--- config.mk ---
export PLATFORM = sky130hd
export DESIGN_NAME = imem_loader_flat
export DESIGN_NICKNAME = d
export VERILOG_FILES = /design/src/rtl/imem_loader_if.sv /design/src/rtl/imem_loader.sv /design/src/flat_wrapper.sv
export SDC_FILE = /design/constraint.sdc
export NUM_CORES = 1
export LEC_CHECK = 0
export CORE_UTILIZATION = 30
export CTS_CLUSTER_SIZE = 12
export DETAILED_ROUTE_END_ITERATION = 7
export GPL_ROUTABILITY_DRIVEN = 1
export HOLD_SLACK_MARGIN = 0.1
export PLACE_DENSITY = 0.6
export SLEW_MARGIN = 20
export SYNTH_ARGS = -nofsm -noshare
export SYNTH_HDL_FRONTEND = slang
export SYNTH_SLANG_ARGS = --single-unit
--- constraint.sdc ---
create_clock -name clk -period 10.1 [get_ports clk]
set_clock_uncertainty 0.15 [all_clocks]
set_input_delay 2.02 -clock clk [delete_from_list [all_inputs] [get_ports clk]]
set_output_delay 2.02 -clock clk [all_outputs]
set_load 0.02 [all_outputs]
--- src/rtl/imem_loader_if.sv ---
// imem_loader_if: byte-stream receive side and instruction-memory write side of the boot loader.
// master = stream source / observer, slave = the loader itself.
interface imem_loader_if #(
  parameter int PC_W  = 9,
  parameter int INS_W = 32
);
  logic             rx_valid;
  logic [7:0]       rx_data;
  logic             rx_ready;
  logic             imem_we;
  logic [PC_W-1:0]  imem_addr;
  logic [INS_W-1:0] imem_wdata;
  logic             core_reset;
  logic             load_done;
  logic             load_error;
  logic [PC_W-2:0]  word_count;

  modport master (
    output rx_valid, rx_data,
    input  rx_ready, imem_we, imem_addr, imem_wdata,
    input  core_reset, load_done, load_error, word_count
  );

  modport slave (
    input  rx_valid, rx_data,
    output rx_ready, imem_we, imem_addr, imem_wdata,
    output core_reset, load_done, load_error, word_count
  );
endinterface

--- src/rtl/imem_loader.sv ---
// imem_loader: framed byte stream -> 32-bit imem writes; core held in reset until image verified (inter-byte timeout: IMEM_LOADER_TIMEOUT_EN).
// Latency: imem_we one cycle after a word's 4th byte; load_done/core_reset change one cycle after the CSUM byte.
// Backpressure: rx_ready high in every state except DONE; one byte per cycle, memory writes never stall the stream.
module imem_loader #(
  parameter int PC_W           = 9,
  parameter int INS_W          = 32,
  parameter int MAX_WORDS      = 128,
  parameter int TIMEOUT_CYCLES = 65535
) (
  input  logic         clk,
  input  logic         reset,
  imem_loader_if.slave bus
);
  localparam logic [2:0] S_IDLE  = 3'd0;
  localparam logic [2:0] S_LEN0  = 3'd1;
  localparam logic [2:0] S_LEN1  = 3'd2;
  localparam logic [2:0] S_DATA  = 3'd3;
  localparam logic [2:0] S_CSUM  = 3'd4;
  localparam logic [2:0] S_DONE  = 3'd5;
  localparam logic [2:0] S_ERROR = 3'd6;

  localparam logic [7:0] SYNC = 8'hA5;
  localparam int         WC_W = PC_W - 1;

  if (MAX_WORDS > (1 << (PC_W - 2)) || TIMEOUT_CYCLES < 1 || INS_W != 32) begin : g_param_check
    $error("imem_loader: illegal parameter combination");
  end

  logic [2:0]      state;
  logic [15:0]     len;
  logic [7:0]      csum;
  logic [1:0]      byte_cnt;
  logic [23:0]     word_lo;
  logic [WC_W-1:0] word_count;
  logic [WC_W-1:0] wc_inc;
  logic [15:0]     len_next;
  logic            accept;
  logic            timed_out;

  assign bus.rx_ready   = (state != S_DONE);
  assign bus.word_count = word_count;
  assign accept         = bus.rx_valid && bus.rx_ready;
  assign len_next       = {bus.rx_data, len[7:0]};
  assign wc_inc         = (word_count == WC_W'(MAX_WORDS)) ? word_count : word_count + WC_W'(1);

`ifdef IMEM_LOADER_TIMEOUT_EN
  localparam int TO_W = $clog2(TIMEOUT_CYCLES + 1);
  logic [TO_W-1:0] idle_cnt;
  logic            in_frame;

  assign in_frame  = (state == S_LEN0) || (state == S_LEN1) || (state == S_DATA) || (state == S_CSUM);
  assign timed_out = in_frame && !accept && (idle_cnt == TO_W'(TIMEOUT_CYCLES - 1));

  always_ff @(posedge clk or posedge reset) begin
    if (reset)
      idle_cnt <= '0;
    else if (!in_frame || accept)
      idle_cnt <= '0;
    else
      idle_cnt <= idle_cnt + TO_W'(1);
  end
`else
  assign timed_out = 1'b0;
`endif

  always_ff @(posedge clk or posedge reset) begin
    if (reset) begin
      state          <= S_IDLE;
      len            <= '0;
      csum           <= '0;
      byte_cnt       <= '0;
      word_lo        <= '0;
      word_count     <= '0;
      bus.imem_we    <= 1'b0;
      bus.imem_addr  <= '0;
      bus.imem_wdata <= '0;
      bus.core_reset <= 1'b1;
      bus.load_done  <= 1'b0;
      bus.load_error <= 1'b0;
    end else begin
      bus.imem_we <= 1'b0;
      if (timed_out) begin
        state          <= S_ERROR;
        bus.load_error <= 1'b1;
      end else if (accept) begin
        unique case (state)
          S_IDLE: if (bus.rx_data == SYNC) state <= S_LEN0;
          S_LEN0: begin
            len[7:0] <= bus.rx_data;
            state    <= S_LEN1;
          end
          S_LEN1: begin
            len[15:8]  <= bus.rx_data;
            csum       <= '0;
            word_count <= '0;
            byte_cnt   <= '0;
            if (len_next > 16'(MAX_WORDS)) begin
              state          <= S_ERROR;
              bus.load_error <= 1'b1;
            end else if (len_next == 16'd0) begin
              state <= S_CSUM;
            end else begin
              state <= S_DATA;
            end
          end
          S_DATA: begin
            csum     <= csum ^ bus.rx_data;
            byte_cnt <= byte_cnt + 2'd1;
            // The 4th byte goes straight to the write port; only bytes 0..2 need holding.
            unique case (byte_cnt)
              2'd0: word_lo[7:0]   <= bus.rx_data;
              2'd1: word_lo[15:8]  <= bus.rx_data;
              2'd2: word_lo[23:16] <= bus.rx_data;
              default: begin
                bus.imem_we    <= 1'b1;
                bus.imem_addr  <= {word_count[PC_W-3:0], 2'b00};
                bus.imem_wdata <= {bus.rx_data, word_lo};
                word_count     <= wc_inc;
                if (16'(word_count) + 16'd1 == len) state <= S_CSUM;
              end
            endcase
          end
          S_CSUM: begin
            if (bus.rx_data == csum) begin
              state          <= S_DONE;
              bus.load_done  <= 1'b1;
              bus.core_reset <= 1'b0;
            end else begin
              state          <= S_ERROR;
              bus.load_error <= 1'b1;
            end
          end
          S_ERROR: begin
            if (bus.rx_data == SYNC) begin
              state          <= S_LEN0;
              bus.load_error <= 1'b0;
            end
          end
          default: ;
        endcase
      end
    end
  end
endmodule

--- src/flat_wrapper.sv ---
// flat-port wrapper written by rule: the top's interface ports become plain ports
module imem_loader_flat 
#(
  parameter int PC_W           = 9,
  parameter int INS_W          = 32,
  parameter int MAX_WORDS      = 128,
  parameter int TIMEOUT_CYCLES = 65535
)
  (clk, reset, bus_rx_valid, bus_rx_data, bus_rx_ready, bus_imem_we, bus_imem_addr, bus_imem_wdata, bus_core_reset, bus_load_done, bus_load_error, bus_word_count);
  imem_loader_if #(.PC_W(PC_W), .INS_W(INS_W)) bus_i ();
  input  logic clk;
  input  logic reset;
  input wire logic [$bits(bus_i.rx_valid)-1:0] bus_rx_valid;
  input wire logic [$bits(bus_i.rx_data)-1:0] bus_rx_data;
  output wire logic [$bits(bus_i.rx_ready)-1:0] bus_rx_ready;
  output wire logic [$bits(bus_i.imem_we)-1:0] bus_imem_we;
  output wire logic [$bits(bus_i.imem_addr)-1:0] bus_imem_addr;
  output wire logic [$bits(bus_i.imem_wdata)-1:0] bus_imem_wdata;
  output wire logic [$bits(bus_i.core_reset)-1:0] bus_core_reset;
  output wire logic [$bits(bus_i.load_done)-1:0] bus_load_done;
  output wire logic [$bits(bus_i.load_error)-1:0] bus_load_error;
  output wire logic [$bits(bus_i.word_count)-1:0] bus_word_count;
  assign bus_i.rx_valid = bus_rx_valid;
  assign bus_i.rx_data = bus_rx_data;
  assign bus_rx_ready = bus_i.rx_ready;
  assign bus_imem_we = bus_i.imem_we;
  assign bus_imem_addr = bus_i.imem_addr;
  assign bus_imem_wdata = bus_i.imem_wdata;
  assign bus_core_reset = bus_i.core_reset;
  assign bus_load_done = bus_i.load_done;
  assign bus_load_error = bus_i.load_error;
  assign bus_word_count = bus_i.word_count;
  imem_loader #(.PC_W(PC_W), .INS_W(INS_W), .MAX_WORDS(MAX_WORDS), .TIMEOUT_CYCLES(TIMEOUT_CYCLES)) u_core (.clk(clk), .reset(reset), .bus(bus_i));
endmodule
### Yosys cells after proc, flatten, opt, wreduce, memory -nomap -nowiden

Index checks and enable logic that the tools add are counted.

* flip-flop bits (word level): 104
* input port bits: 11
* logic and storage cells: 79

* add/subtract/negate cells: 3
* order comparisons: 1
* equal/unequal tests: 19
* multiplexer cells: 19
* bitwise gates (word level): 2
* reduce and logical (&&, ||, !) cells: 20

Operators with widths (count)
* $pmux W8 S2: 2
* $eq A16 B16 Y1: 1
* $eq A8 B8 Y1 const B: 2
* $gt A16 B8 Y1 const B: 1
* $logic_not A16 Y1: 1
* $mux W8: 2
* $mux W3: 5
* $pmux W3 S5: 1
* $reduce_and A3 Y1: 5
* $reduce_and A5 Y1: 2
* $add A8 B1 Y9 const B: 1
* $add A8 B1 Y8 const B: 1
* $eq A8 B8 Y1: 1
* $ne A2 B1 Y1 const B: 4
* $xor A8 B8 Y8: 1
* $eq A3 B2 Y1 const B: 2
* $eq A3 B3 Y1 const B: 2
* $mux W1: 6
* $ne A2 B2 Y1 const B: 3
* $reduce_and A2 Y1: 3
* $reduce_bool A5 Y1: 1
* $pmux W2 S2: 1
* $reduce_and A4 Y1: 1
* $eq A3 B1 Y1 const B: 1
* 14 further kinds: 14

### Logic depth before layout (Yosys ltp)

* depth after elaboration: 5
* mapped depth: 9

### Worst setup path before layout

OpenSTA, ideal clock, no wires.

* path type: input -> register
* start point: input port bus_rx_data[6]
* end point: register u_core.state[1]
* setup time: 0.124 ns
* arrival time: 3.581 ns
* data required time: 9.826 ns
* slack: 6.245 ns
* stages: 6
* cells stage by stage: or4_4 -> nor2_4 -> o21ai_2 -> a211o_1 -> a2111o_1 -> a2bb2oi_1

* cells in the longest elaborated chain, start to end: 4
* elaborated cells on any way between the ends: 10
* classes of those cells: order compare: 1; eq/ne: 3; mux: 4; reduce/logical: 2

Ends and longest elaborated chain
* start: declaration: line flat_wrapper.sv:14 `input wire logic [$bits(bus_i.rx_data)-1:0] bus_rx_data;`
* parallel branches: the longest is 4 deep, another holds $gt A16 B8 Y1
* end signal: assignment: line imem_loader.sv:87 `S_IDLE: if (bus.rx_data == SYNC) state <= S_LEN0;`
* end signal: assignment: line imem_loader.sv:98 `state <= S_ERROR;`
* end signal: assignment: line imem_loader.sv:101 `state <= S_CSUM;`
* end: declaration: line imem_loader.sv:29 `logic [2:0] state;`

Several ways; the timed one is not identified.
A chain may end at the register's enable or synchronous reset.

### Final worst setup path

* start point: input port bus_rx_valid
* end point: register u_core.word_count[7] (netlist: u_core.bus.word_count[7])

* cells in the longest elaborated chain, start to end: 2

Ends and longest elaborated chain
* start: declaration: line flat_wrapper.sv:13 `input wire logic [$bits(bus_i.rx_valid)-1:0] bus_rx_valid;`
* $logic_and A1 B1 Y1: line imem_loader.sv:42 `assign accept = bus.rx_valid && bus.rx_ready;`
* $reduce_and A4 Y1 (no source line)
* end signal: assignment: line imem_loader.sv:118 `word_count <= wc_inc;`
* end: declaration: line imem_loader.sv:34 `logic [WC_W-1:0] word_count;`

No other way between the ends.

==> flow_metrics.tcl <==
set metrics [dict create \
    outcome "finished, final reports clean" \
    hold_class "reg -> reg" \
    fmax_ghz 0.2130 \
    clk_pin_slew_ns 0.07 \
    grt_overflow_total 0 \
    worst_ep_required_time_ns 10.18 \
    synth_compound_area_frac 0.07684 \
    power.total_w 0.001741 \
    cpPeakStageDelay_ns 0.71 \
    htreeDepth 3 \
    fp.dieH_um 127.2 \
    worst-setup-path-type "in -> reg" \
    crit_fanout 44 \
    setup_viol 0 \
    synth_edf_count 0 \
    rr_endpoint "u_core.bus.word_count[7]$_DFFE_PP0P_" \
    pwr-share-seq 0.419 \
    path_buf_inv 1 \
    rows 45 \
    yosys.area_share.xor_xnor 0.02233 \
    hold_start "u_core.bus.load_done$_DFFE_PP0P_" \
    initial_core_util 0.3084 \
    cap_violations 0 \
    reg2reg_from "u_core.state[2]$_DFFE_PP0P_" \
    root_buffer "clkbuf_16" \
    start_kind "input port" \
    async_reset_ff_frac 1.000 \
    first_iter_violations 229 \
    worst_path_max_delay_cell "nor2_1" \
    io_buffers 62 \
    synth_fa_ha_area_frac 0.01595 \
    dr.pass1.iters 4 \
    worst_pin_slew_ns 0.7822 \
    p_int_w 0.001123 \
    yosysSeqAreaShare 0.5533 \
    drc 0 \
    yosys.area.top_type "dfrtp_1" \
    routabilityCongestion 0.7826 \
    r2r_cells 4 \
    final.min_clock_period_ns 4.696 \
    arrival_ns 4.78 \
    power_density_nw_per_um2 298.0 \
    p_sw_w 0.0006174 \
    vdd_drop_max_mv 0.1218 \
    antenna_cells_inserted 0 \
    antenna_found_initial 0 \
    synth_ff_type "dfrtp_1" \
    p_sw_frac 0.3547 \
    ys_types 51 \
    ff2ff_setup_slack_ns 7.03 \
    hold_buffers 0 \
    finalHoldViolCount 0 \
    cts_made_buffers 9 \
    startpoint "bus_rx_valid" \
    synth_area_per_cell_um2 12.07 \
    drv_slew 0 \
    vias 3195 \
    tns_ns 0 \
    critPathTopFamily "simple AND/OR/NAND/NOR gates" \
    synth_seq_cells 104 \
    die_x_um 127.2 \
    synth.most_common_cell "dfrtp_1" \
    ios 65 \
    layout-drive-gt1-share 0.1982 \
    grt_start_max_net_pins 62 \
    grt_pass1_wl_mm 17.51 \
    postCtsSetupBuffers 0 \
    muxShareOfSynthArea 0.1840 \
    core_area_um2 15260 \
    rsz0062_at_grt "false" \
    p_leak_nw 2.451 \
    avgViaCountPerCell 4.841 \
    cts_num_sinks 104 \
    slew_headroom 0.4785 \
    post_drt_wl_per_cell_um 15.91 \
    cts_resized 0 \
    hold-path-endpoint "u_core.bus.load_done$_DFFE_PP0P_" \
    ys.warnings.count 0 \
    synth_top_family_by_area "multiplexers" \
    dieArea_um2 16190 \
    syn-instance-count 390 \
    endpoint_kind "flop" \
    ant_nets 0 \
    synth.area.top_cells "dfrtp_1, mux2_2, mux2_1" \
    critical_path.cell_chain "clkdlybuf4s50_1 -> nand3b_1 -> nor2_1 -> nand2_4 -> o41ai_1" \
    clkLatencyLatePin_ns 0.35 \
    finalCritPeriodShare 0.4649 \
    yosysTopAreaCellShare 0.5477 \
    hpwl_mm 7.059 \
    cts_buffer_depth 2 \
    grt_pass1_vias 3315 \
    synth_area_um2 4706 \
    netlist_top_cells_count "dfrtp_1, mux2_2, o21ai_0, nand2_1, clkbuf_1" \
    groute.usage.overall 0.1389 \
    synthSimpleGateAreaFrac 0.1202 \
    hold_depth 1 \
    p_comb_frac 0.377 \
    totalWireLength_mm 10.50 \
    final_nets 461 \
    cts_tree "built" \
    clkPwrFrac 0.204 \
    syn2layout_area_growth_pct 24.12 \
]
## state kept, by name (all words and copies together) (netlist names)
register	cells
u_core.csum	8
u_core.bus.imem_wdata	32
u_core.bus.imem_we	1
u_core.state	3
u_core.bus.load_done	1
u_core.len	16
u_core.bus.load_error	1
u_core.bus.imem_addr	7
u_core.byte_cnt	2
u_core.word_lo	24
u_core.bus.core_reset	1
u_core.bus.word_count	8
## final cells by class
class                      count  area, um2
clock buffer                   9      225.2
clock inverter                 7      91.34
fill                        1459       9418
inverter                      10      40.04
multi-input combinational    256       1988
sequential                   104       2604
tap                          211      264.0
timing repair buffer          63      628.1
## logic make-up after synthesis
| group | after synthesis |
|---|---|
| flip-flops | 104 |
| AND/OR/NAND/NOR | 104 |
| multiplexers | 77 |
| AO/OA/AOI/OAI | 55 |
| buffers and inverters | 31 |
| XOR/XNOR | 12 |
| adder cells (fa/ha/maj) | 6 |
| other | 1 |
## placed cells by master (no fill, tap or decap), types with 9 or more instances in the layout
| cell | count |
|---|---|
| nor2_1 | 16 |
| dfrtp_1 | 103 |
| o21ai_0 | 25 |
| clkbuf_16 | 9 |
| mux2_2 | 64 |
| clkdlybuf4s50_1 | 62 |
| nand2b_1 | 16 |
| nand2_1 | 21 |
| mux2_1 | 12 |
## worst max-delay path by stage
stage	cells after the start	slack, ns	end
floorplan	1	5.20	u_core.bus.imem_addr[2]$_DFFE_PP0P_
global placement	5	4.88	u_core.bus.imem_wdata[7]$_DFFE_PP0P_
detailed placement	5	4.71	u_core.bus.imem_wdata[14]$_DFFE_PP0P_
CTS	5	5.08	u_core.bus.word_count[7]$_DFFE_PP0P_
global route	5	5.08	u_core.bus.word_count[7]$_DFFE_PP0P_
finish	5	5.40	u_core.bus.word_count[7]$_DFFE_PP0P_
## layer usage
layer / up-vias / track usage / share of wire
li1: 1489 / - / -
met1: 1609 / 0.1770 / 0.44
met2: 82 / 0.2301 / 0.49
met3: 15 / 0.03308 / 0.053
met4: 0 / 0.05112 / 0.020
met5: - / 0 / 0
## stage by stage
step | instances | utilization | setup WS, ns | cell area [um2] | hold slack, ns
3_5_place_dp | 644 | 0.3617 | 4.712 | 5519 | 0.3100
3_3_place_gp | 644 | 0.3617 | 4.884 | 5519 | 0.3082
6_report | 660 | 0.3828 | 5.404 | 5841 | 0.3299
2_1_floorplan | 391 | - | 5.199 | 4710 | 0.3022
4_1_cts | 660 | 0.3825 | 5.076 | 5836 | 0.3316
5_1_grt | 660 | 0.3828 | 5.084 | 5841 | 0.3565
## power groups by stage
stage               combinational, W  clock (W)  sequential [W]
floorplan                   0.000368          0        0.000775
global placement            0.000642          0        0.000726
detailed placement          0.000658          0        0.000739
CTS                         0.000662   0.000364        0.000731
global route                0.000716   0.000385        0.000756
finish                      0.000656   0.000355        0.000729
(Power assumes the default switching activity.)
